File: src/rtl/acc_adder_pipe.sv
// Two-stage pipelined adder/subtractor with an internal accumulator, signed/unsigned
// modes, optional saturation, a sticky overflow flag and a global stall enable.
module acc_adder_pipe #(
   parameter int WIDTH = 4
) (
   input  logic             Clk,
   input  logic             Rst_n,
   input  logic             En,
   input  logic             In_valid,
   input  logic [1:0]       Mode,
   input  logic             Signed,
   input  logic             Sat,
   input  logic             Clr_acc,
   input  logic [WIDTH-1:0] A,
   input  logic [WIDTH-1:0] B,
   output logic [WIDTH-1:0] Sum,
   output logic             Out_valid,
   output logic             Overflow,
   output logic             Ovf_sticky,
   output logic [WIDTH-1:0] Acc
);

   logic [WIDTH-1:0] a_p1, b_p1;
   logic [1:0]       mode_p1;
   logic             sgn_p1, sat_p1, vld_p1;

   logic [WIDTH-1:0]        x_op;
   logic [WIDTH:0]          res_u;
   logic signed [WIDTH:0]   xs, bs, res_s;
   logic [WIDTH-1:0]        wrapped, sum_nxt;
   logic                    ovf_nxt;

   // Signed overflow shows up as the two top bits of the sign-extended result disagreeing.
   function automatic logic overflow(input logic [WIDTH:0] ru, input logic signed [WIDTH:0] rs,
                                     input logic sgn);
      logic o;
      if (sgn) o = rs[WIDTH] ^ rs[WIDTH-1];
      else     o = ru[WIDTH];
      return o;
   endfunction

   // On signed overflow the true result sign equals the extended sign bit.
   function automatic logic [WIDTH-1:0] saturate(input logic [WIDTH-1:0] wr, input logic ovf,
                                                 input logic sat, input logic sgn,
                                                 input logic sub, input logic neg);
      logic [WIDTH-1:0] r;
      r = wr;
      if (ovf && sat) begin
         if (sgn)      r = neg ? {1'b1, {(WIDTH-1){1'b0}}} : {1'b0, {(WIDTH-1){1'b1}}};
         else if (sub) r = '0;
         else          r = '1;
      end
      return r;
   endfunction

   always_comb begin
      x_op = a_p1;
      if (mode_p1[1]) x_op = Clr_acc ? '0 : Acc;
      xs    = {x_op[WIDTH-1], x_op};
      bs    = {b_p1[WIDTH-1], b_p1};
      res_u = mode_p1[0] ? ({1'b0, x_op} - {1'b0, b_p1}) : ({1'b0, x_op} + {1'b0, b_p1});
      res_s = mode_p1[0] ? (xs - bs) : (xs + bs);
      wrapped = sgn_p1 ? res_s[WIDTH-1:0] : res_u[WIDTH-1:0];
      ovf_nxt = overflow(res_u, res_s, sgn_p1);
      sum_nxt = saturate(wrapped, ovf_nxt, sat_p1, sgn_p1, mode_p1[0], res_s[WIDTH]);
   end

   always_ff @(posedge Clk) begin
      if (!Rst_n) begin
         a_p1       <= '0;
         b_p1       <= '0;
         mode_p1    <= '0;
         sgn_p1     <= 1'b0;
         sat_p1     <= 1'b0;
         vld_p1     <= 1'b0;
         Sum        <= '0;
         Overflow   <= 1'b0;
         Out_valid  <= 1'b0;
         Ovf_sticky <= 1'b0;
         Acc        <= '0;
      end else if (En) begin
         // Stage 1: operand capture
         a_p1    <= A;
         b_p1    <= B;
         mode_p1 <= Mode;
         sgn_p1  <= Signed;
         sat_p1  <= Sat;
         vld_p1  <= In_valid;
         // Stage 2: result, accumulator and sticky flag
         Out_valid <= vld_p1;
         if (vld_p1) begin
            Sum      <= sum_nxt;
            Overflow <= ovf_nxt;
         end
         if (vld_p1 && mode_p1[1]) Acc <= sum_nxt;
         else if (Clr_acc)         Acc <= '0;
         if (vld_p1 && ovf_nxt)    Ovf_sticky <= 1'b1;
         else if (Clr_acc)         Ovf_sticky <= 1'b0;
      end
   end

endmodule
File: config.mk
export PLATFORM = sky130hd
export DESIGN_NAME = acc_adder_pipe
export DESIGN_NICKNAME = d
export VERILOG_FILES = /design/src/rtl/acc_adder_pipe.sv
export SDC_FILE = /design/constraint.sdc
export NUM_CORES = 1
export LEC_CHECK = 0
export CAP_MARGIN = 20
export CORE_AREA = 2 2 60 62
export DETAILED_ROUTE_END_ITERATION = 6
export DIE_AREA = 0 0 62 64
export GPL_ROUTABILITY_DRIVEN = 1
export HOLD_SLACK_MARGIN = 0.06
export MAX_ROUTING_LAYER = met4
export PLACE_DENSITY = 0.71
export SLEW_MARGIN = 5
export SYNTH_ARGS = -nofsm -noshare
export SYNTH_HDL_FRONTEND = slang
export SYNTH_SLANG_ARGS = --single-unit
File: constraint.sdc
create_clock -name Clk -period 2.3 [get_ports Clk]
set_input_delay 0.345 -clock Clk [delete_from_list [all_inputs] [get_ports Clk]]
set_output_delay 0.345 -clock Clk [all_outputs]
set_load 0.02 [all_outputs]
==> flow_summary_export.csv, run 1 <==
group,metric,value,unit
die,core,3284,sq um
routing,num_vias,1296,
grt,antenna_found_initial,0,
power,power,0.001328,W
critical_path,max_stage_delay,0.35,ns
routing,vias_per_cell,5.023,
logic_synthesis,synth-edff-count,0,
logic_synthesis,synth_seq_cells,24,
cts,numCtsBuffers,3,
logic_synthesis,syn_avg_cell_area,9.219,sq um
timing,worst_slack,-0.2875,ns
critical_path,rr_startpoint,"b_p1[1]",
logic_synthesis,async_flop_share,0,
timing,relSlewSlack,0.6651,
critical_path,crit_path_end_kind,"flip-flop",
layout,final_cell_area,2187,sq um
hold_path,holdPathStages,2,
logic_synthesis,yosysUniqueCellTypes,42,
routing,detail-route-antenna-nets,0,
die,die_w,62,um
routing,drt-pass1-iter-count,4,
cts,cts_root_buf,"clkbuf_4",
layout,antenna_cells,0,
timing,fmax,386.5,MHz
placement,place_ws,-0.6174,ns
critical_path,crit_path_cell_trace,"inv_2 > ha_4 > nor2_4 > xnor2_2 > ha_1 > a21o_1 > a31oi_4 > xnor2_4 > a21o_1 > a211oi_4 > buf_6 > nor2_4 > o31ai_2",
power,p_leak,0.8975,nW
timing,rsz0062_at_grt,"true",
timing,worst_slew_pin_slew,0.4979,ns
routing,wl_per_cell,14.14,um
outcome,status,"finished with violations",
critical_path,slowest_stage,"dfxtp_2",
critical_path,critical_path_required,2.56,ns
logic_synthesis,syn_nets,178,
logic_synthesis,syn_inst,155,
cts,cts_num_sinks,24,
layout,drive_gt1_frac,0.3585,
die,start_util,0.4350,
routing,drt_iter0_markers,70,
logic_synthesis,ys.flop_type,"dfxtp_1",
cts,hold_buffers,0,
timing,hold_viol,0,
placement,placed_area,1943,sq um
outcome,violations,"negative setup slack",
grt,grt_overflow,0,
grt,first_global_vias,1297,
cts,clock_latency,0.34,ns
die,die_area,3968,sq um
die,io-pin-count,28,
timing,period_needed,2.587,ns
routing,drc_errors,0,
run,maxCapViolCount,0,
cts,path_clk_slew,0.14,ns
logic_synthesis,yosysSeqAreaShare,0.3363,
critical_path,r2r-end,"Sum[3]",
critical_path,path_class,"flip-flop to flip-flop",
layout,mostFrequentLayoutCells,"30 x buf_4, 26 x clkdlybuf4s50_1, 21 x dfxtp_1",
placement,port_buffers,27,
placement,dp_hpwl,2550,um
cts,cts_max_level,1,
grt,track_usage,0.1947,
hold_path,hold_start,"Ovf_sticky",
grt,grt_pass1_wl,5616,um
power,vdd_drop_max,0.3833,mV
power,p_per_area,607.4,nW/um^2
timing,skew,0.01489,ns
layout,nNetsFinal,236,
placement,gp_congestion,0.9274,
grt,grt_max_degree,16,
critical_path,crit_path_start_kind,"flip-flop",
cts,clockBufferDepth,2,
layout,final_common_cell,"buf_4",
timing,period_share,1.125,
layout,utilization,0.6659,
die,num_rows,21,
layout,syn_to_final_growth,53.07,%
logic_synthesis,yosysWarnings,0,
hold_path,min_to,"Ovf_sticky",
logic_synthesis,syn_area,1429,sq um
routing,postRouteWirelength,3649,um
cts,cts_tree,"done",
critical_path,r2r_cells,13,
critical_path,arrival,2.84,ns
timing,drv_slew,0,
timing,setup_viol,10,
critical_path,cp-startpoint,"b_p1[1]",
hold_path,hold_path_class,"flip-flop to flip-flop",
critical_path,crit_fanout,4,
critical_path,reg2reg_setup_slack,-0.29,ns
die,dieHeight,64,um
cells by family after synthesis:
logic type,synth area share
compound gates,0.1593
simple gates,0.2399
flops,0.3363
mux,0.1051
fa+ha+maj,0.05779
xor+xnor,0.06130
buf+inv,0.04027
where the power goes:
| part | leakage [nW] | internal [W] | switching [W] |
|---|---|---|---|
| Clock | 0.0279 | 0.000177 | 0.000140 |
| Combinational | 0.672 | 0.000301 | 0.000253 |
| Sequential | 0.197 | 0.000437 | 0.0000207 |
repair_timing:
action,in CTS,in global routing
resized for setup,14,16
setup buffers,4,2
pin swaps,10,12
endpoints found under the setup margin,10,10
cell type report:
cell class | instances | area (sq um)
Timing Repair Buffer | 59 | 516.7
Fill cell | 268 | 1097
Sequential cell | 24 | 484.2
Clock buffer | 3 | 22.52
Multi-Input combinational cell | 120 | 1057
Inverter | 5 | 18.77
Clock inverter | 1 | 30.03
Tap cell | 46 | 57.56
state kept, by name, summed over array words and instances (netlist names):
name,flops
sgn_p1,1
Sum,4
vld_p1,1
b_p1,4
sat_p1,1
Ovf_sticky,1
a_p1,4
Acc,4
Overflow,1
Out_valid,1
mode_p1,2
worst max path at each step:
stage / slack [ns] / endpoint / cells after the start
3_5_place_dp: -0.62 / Sum[1] / 14
5_1_grt: -0.43 / Sum[3] / 13
2_1_floorplan: -0.11 / Acc[0] / 12
3_3_place_gp: -0.52 / Acc[0] / 13
4_1_cts: -0.19 / Sum[2] / 13
6_report: -0.29 / Sum[3] / 13
per-stage QoR:
stage / setup TNS (ns) / instances / hold WS [ns]
finish: -2.004 / 258 / 0.4686
global route: -3.284 / 258 / 0.5097
CTS: -1.266 / 257 / 0.4822
detailed placement: -5.293 / 249 / 0.4643
global placement: -4.724 / 249 / 0.4585
floorplan: -0.6110 / 155 / 0.4830
layer usage:
layer	vias up	wire, um	GRT usage
li1	650	-	-
met1	604	1507	0.2332
met2	37	1950	0.3164
met3	5	128	0.02429
met4	0	63	0.08777
met5	-	0	-
worst max-delay path: cells and delay by family, from the launching register on:
family | cells | cell delay (ns)
compound gates | 5 | 1.11
xor+xnor | 2 | 0.24
fa+ha+maj | 2 | 0.50
buf+inv | 2 | 0.22
flops | 1 | 0.35
simple gates | 2 | 0.08
synth_stat cells (all sizes together) (4+ instances only):
cell type / n / area [sq um]
dfxtp: 24 / 480.5
inv: 5 / 18.76
o21ai: 5 / 25.02
a21oi: 6 / 33.78
buf: 4 / 31.27
nor2b: 15 / 93.84
nand2: 17 / 66.32
nand3: 7 / 35.03
nor2: 8 / 35.03
o2bb2ai: 4 / 35.03
xnor2: 7 / 61.31
ha: 5 / 62.56
mux2i: 15 / 150.1
Power figures use the tool's default switching activity.
==> run 2, diff against run 1 <==
--- a/config.mk
+++ b/config.mk
@@ -6,14 +6,14 @@
 export NUM_CORES = 1
 export LEC_CHECK = 0
 export CAP_MARGIN = 20
-export CORE_AREA = 2 2 60 62
+export CORE_AREA = 3 3 61 63
 export DETAILED_ROUTE_END_ITERATION = 6
-export DIE_AREA = 0 0 62 64
+export DIE_AREA = 0 0 64 66
+export DONT_BUFFER_PORTS = 1
 export GPL_ROUTABILITY_DRIVEN = 1
 export HOLD_SLACK_MARGIN = 0.06
 export MAX_ROUTING_LAYER = met4
-export PLACE_DENSITY = 0.71
-export SLEW_MARGIN = 5
+export SLEW_MARGIN = 20
 export SYNTH_ARGS = -nofsm -noshare
 export SYNTH_HDL_FRONTEND = slang
 export SYNTH_SLANG_ARGS = --single-unit
==> run 2 against run 1 <==
The run still ends with negative setup slack left; setup slack improved by 0.10 ns; clock power fell by 28%; sequential power rose by 2%; clock skew fell by 0.0068 ns; combinational power fell by 25%; power fell by 17%; via count fell by 13%; sequential share of layout area rose by 4.6 points; critical path depth fell by 1; wire length fell by 14%; cell area fell by 17%; fmax rose by 4.0%; largest cell class unchanged.
==> flow_summary_export.csv, run 2 (synthesis gave the netlist of run 1 again) <==
group,metric,value,unit
timing,worst_slack,-0.1878,ns
critical_path,cp_top_family,"simple AND/OR/NAND/NOR gates",
critical_path,r2r_cells,12,
placement,placed_cells,213,
routing,drt-pass1-iter-count,4,
die,die_area,4224,sq um
layout,fillers,303,
placement,dp_hpwl,2379,um
critical_path,cp-startpoint,"b_p1[1]",
power,p_per_area,607.5,nW/um^2
layout,utilization,0.5547,
cts,clockBufferDepth,2,
critical_path,arrival,2.75,ns
critical_path,crit_fanout,5,
timing,worst_slew_pin_slew,0.4470,ns
grt,grt_max_degree,27,
grt,track_usage,0.1642,
critical_path,critical_path_required,2.56,ns
cts,cts_tree,"done",
routing,detail-route-antenna-nets,0,
timing,skew,0.008137,ns
critical_path,r2r-end,"Acc[0]",
timing,fmax,402.0,MHz
routing,postRouteWirelength,3148,um
placement,port_buffers,0,
outcome,status,"finished with violations",
grt,grt_pass1_wl,5271,um
cts,path_clk_slew,0.14,ns
die,dieHeight,66,um
critical_path,reg2reg_setup_slack,-0.19,ns
layout,final_cell_area,1822,sq um
hold_path,hold_start,"Rst_n",
timing,setup_viol,8,
layout,finalNonFillerCells,221,
hold_path,holdPathStages,1,
hold_path,min_to,"Sum[0]",
timing,rsz0062_at_grt,"true",
power,vdd_drop_max,0.2418,mV
placement,placed_area,1605,sq um
die,num_rows,21,
timing,relSlewSlack,0.6993,
die,io-pin-count,28,
cts,cts_max_level,1,
layout,final_common_cell,"dfxtp_1",
critical_path,max_stage_delay,0.35,ns
critical_path,rr_startpoint,"b_p1[1]",
grt,antenna_found_initial,0,
critical_path,path_class,"flip-flop to flip-flop",
critical_path,crit_path_cell_trace,"buf_6 > nor3_4 > nor2_2 > xnor2_2 > ha_4 > a21oi_2 > nand2_4 > xor2_2 > nor3b_4 > a211oi_4 > or3_4 > o211ai_1",
routing,drc_errors,0,
placement,gp_congestion,0.8628,
die,start_util,0.4350,
cts,numCtsBuffers,3,
timing,period_needed,2.488,ns
power,p_leak,0.7329,nW
layout,seqCellArea,486.7,sq um
timing,period_share,1.082,
grt,first_global_vias,1136,
layout,mostFrequentLayoutCells,"21 x dfxtp_1, 20 x buf_4, 15 x nand2_1, 15 x nor2b_1, 13 x mux2i_1",
run,maxCapViolCount,0,
outcome,violations,"negative setup slack",
layout,nNetsFinal,199,
critical_path,slowest_stage,"dfxtp_2",
timing,hold_viol,0,
grt,grt_overflow,0,
timing,drv_slew,0,
routing,drt_iter0_markers,53,
layout,drive_gt1_frac,0.3657,
layout,syn_to_final_growth,27.50,%
cts,cts_num_sinks,24,
cts,cts_root_buf,"clkbuf_4",
layout,multiInputGateArea,1050,sq um
routing,num_vias,1133,
routing,wl_per_cell,14.24,um
critical_path,cp.buffers_inverters,1,
die,core,3284,sq um
critical_path,crit_path_end_kind,"flip-flop",
die,die_w,64,um
cts,clock_latency,0.32,ns
critical_path,crit_path_start_kind,"flip-flop",
routing,vias_per_cell,5.127,
layout,antenna_cells,0,
placement,place_ws,-0.3625,ns
hold_path,hold_path_class,"input port to flip-flop",
-- run 2: cell types whose count changed in the layout (fill, tap and decap cells not counted), moves of 2 or more --
cell,before,now
clkdlybuf4s50_1,26,0
o21ai_1,3,1
mux2i_1,15,13
mux2i_2,0,2
o21ai_0,1,4
buf_4,30,20
-- run 2: repair_timing --
action / 4_1_cts / 5_1_grt
hold endpoints to repair: 0 / 0
gates cloned: 0 / 0
buffers inserted: 2 / 2
setup endpoints to repair: 10 / 10
pin swaps: 9 / 14
gates resized for setup: 8 / 17
hold buffers: 0 / 0
-- run 2: how the worst max path moves through the flow --
stage                         to  depth (start not counted)
final                     Acc[0]                         12
after global routing      Sum[2]                         12
after CTS                 Acc[0]                         12
after detailed placement  Acc[0]                         12
after global placement    Acc[0]                         12
after floorplan           Acc[0]                         12
-- run 2: through the flow --
stage                     TNS, ns  hold slack (ns)  power (W)
after global placement     -1.262           0.4659  0.0007653
after floorplan           -0.6110           0.4830  0.0007054
final                      -1.222           0.1317   0.001107
after CTS                  -1.445           0.1161   0.001043
after detailed placement   -2.426           0.4712  0.0007766
after global routing       -2.461           0.1146   0.001172
-- run 2: final cells by class --
type	count	area share
Inverter	5	0.01030
Sequential cell	24	0.2672
Clock buffer	4	0.01992
Timing Repair Buffer	22	0.09478
Tap cell	46	0.03159
Multi-Input combinational cell	120	0.5762
-- run 2: layer usage --
layer	vias to the layer above	wire length (um)	global-route usage
li1	576	-	-
met1	529	1324	0.1814
met2	22	1652	0.2877
met3	6	102	0.03061
met4	0	69	0.07278
met5	-	0	-
-- run 2: report_power, final --
group	switching (W)	internal [W]	total [W]
Combinational	0.000196	0.000218	0.000413
Clock	0.000131	0.0000969	0.000228
Sequential	0.0000288	0.000437	0.000465
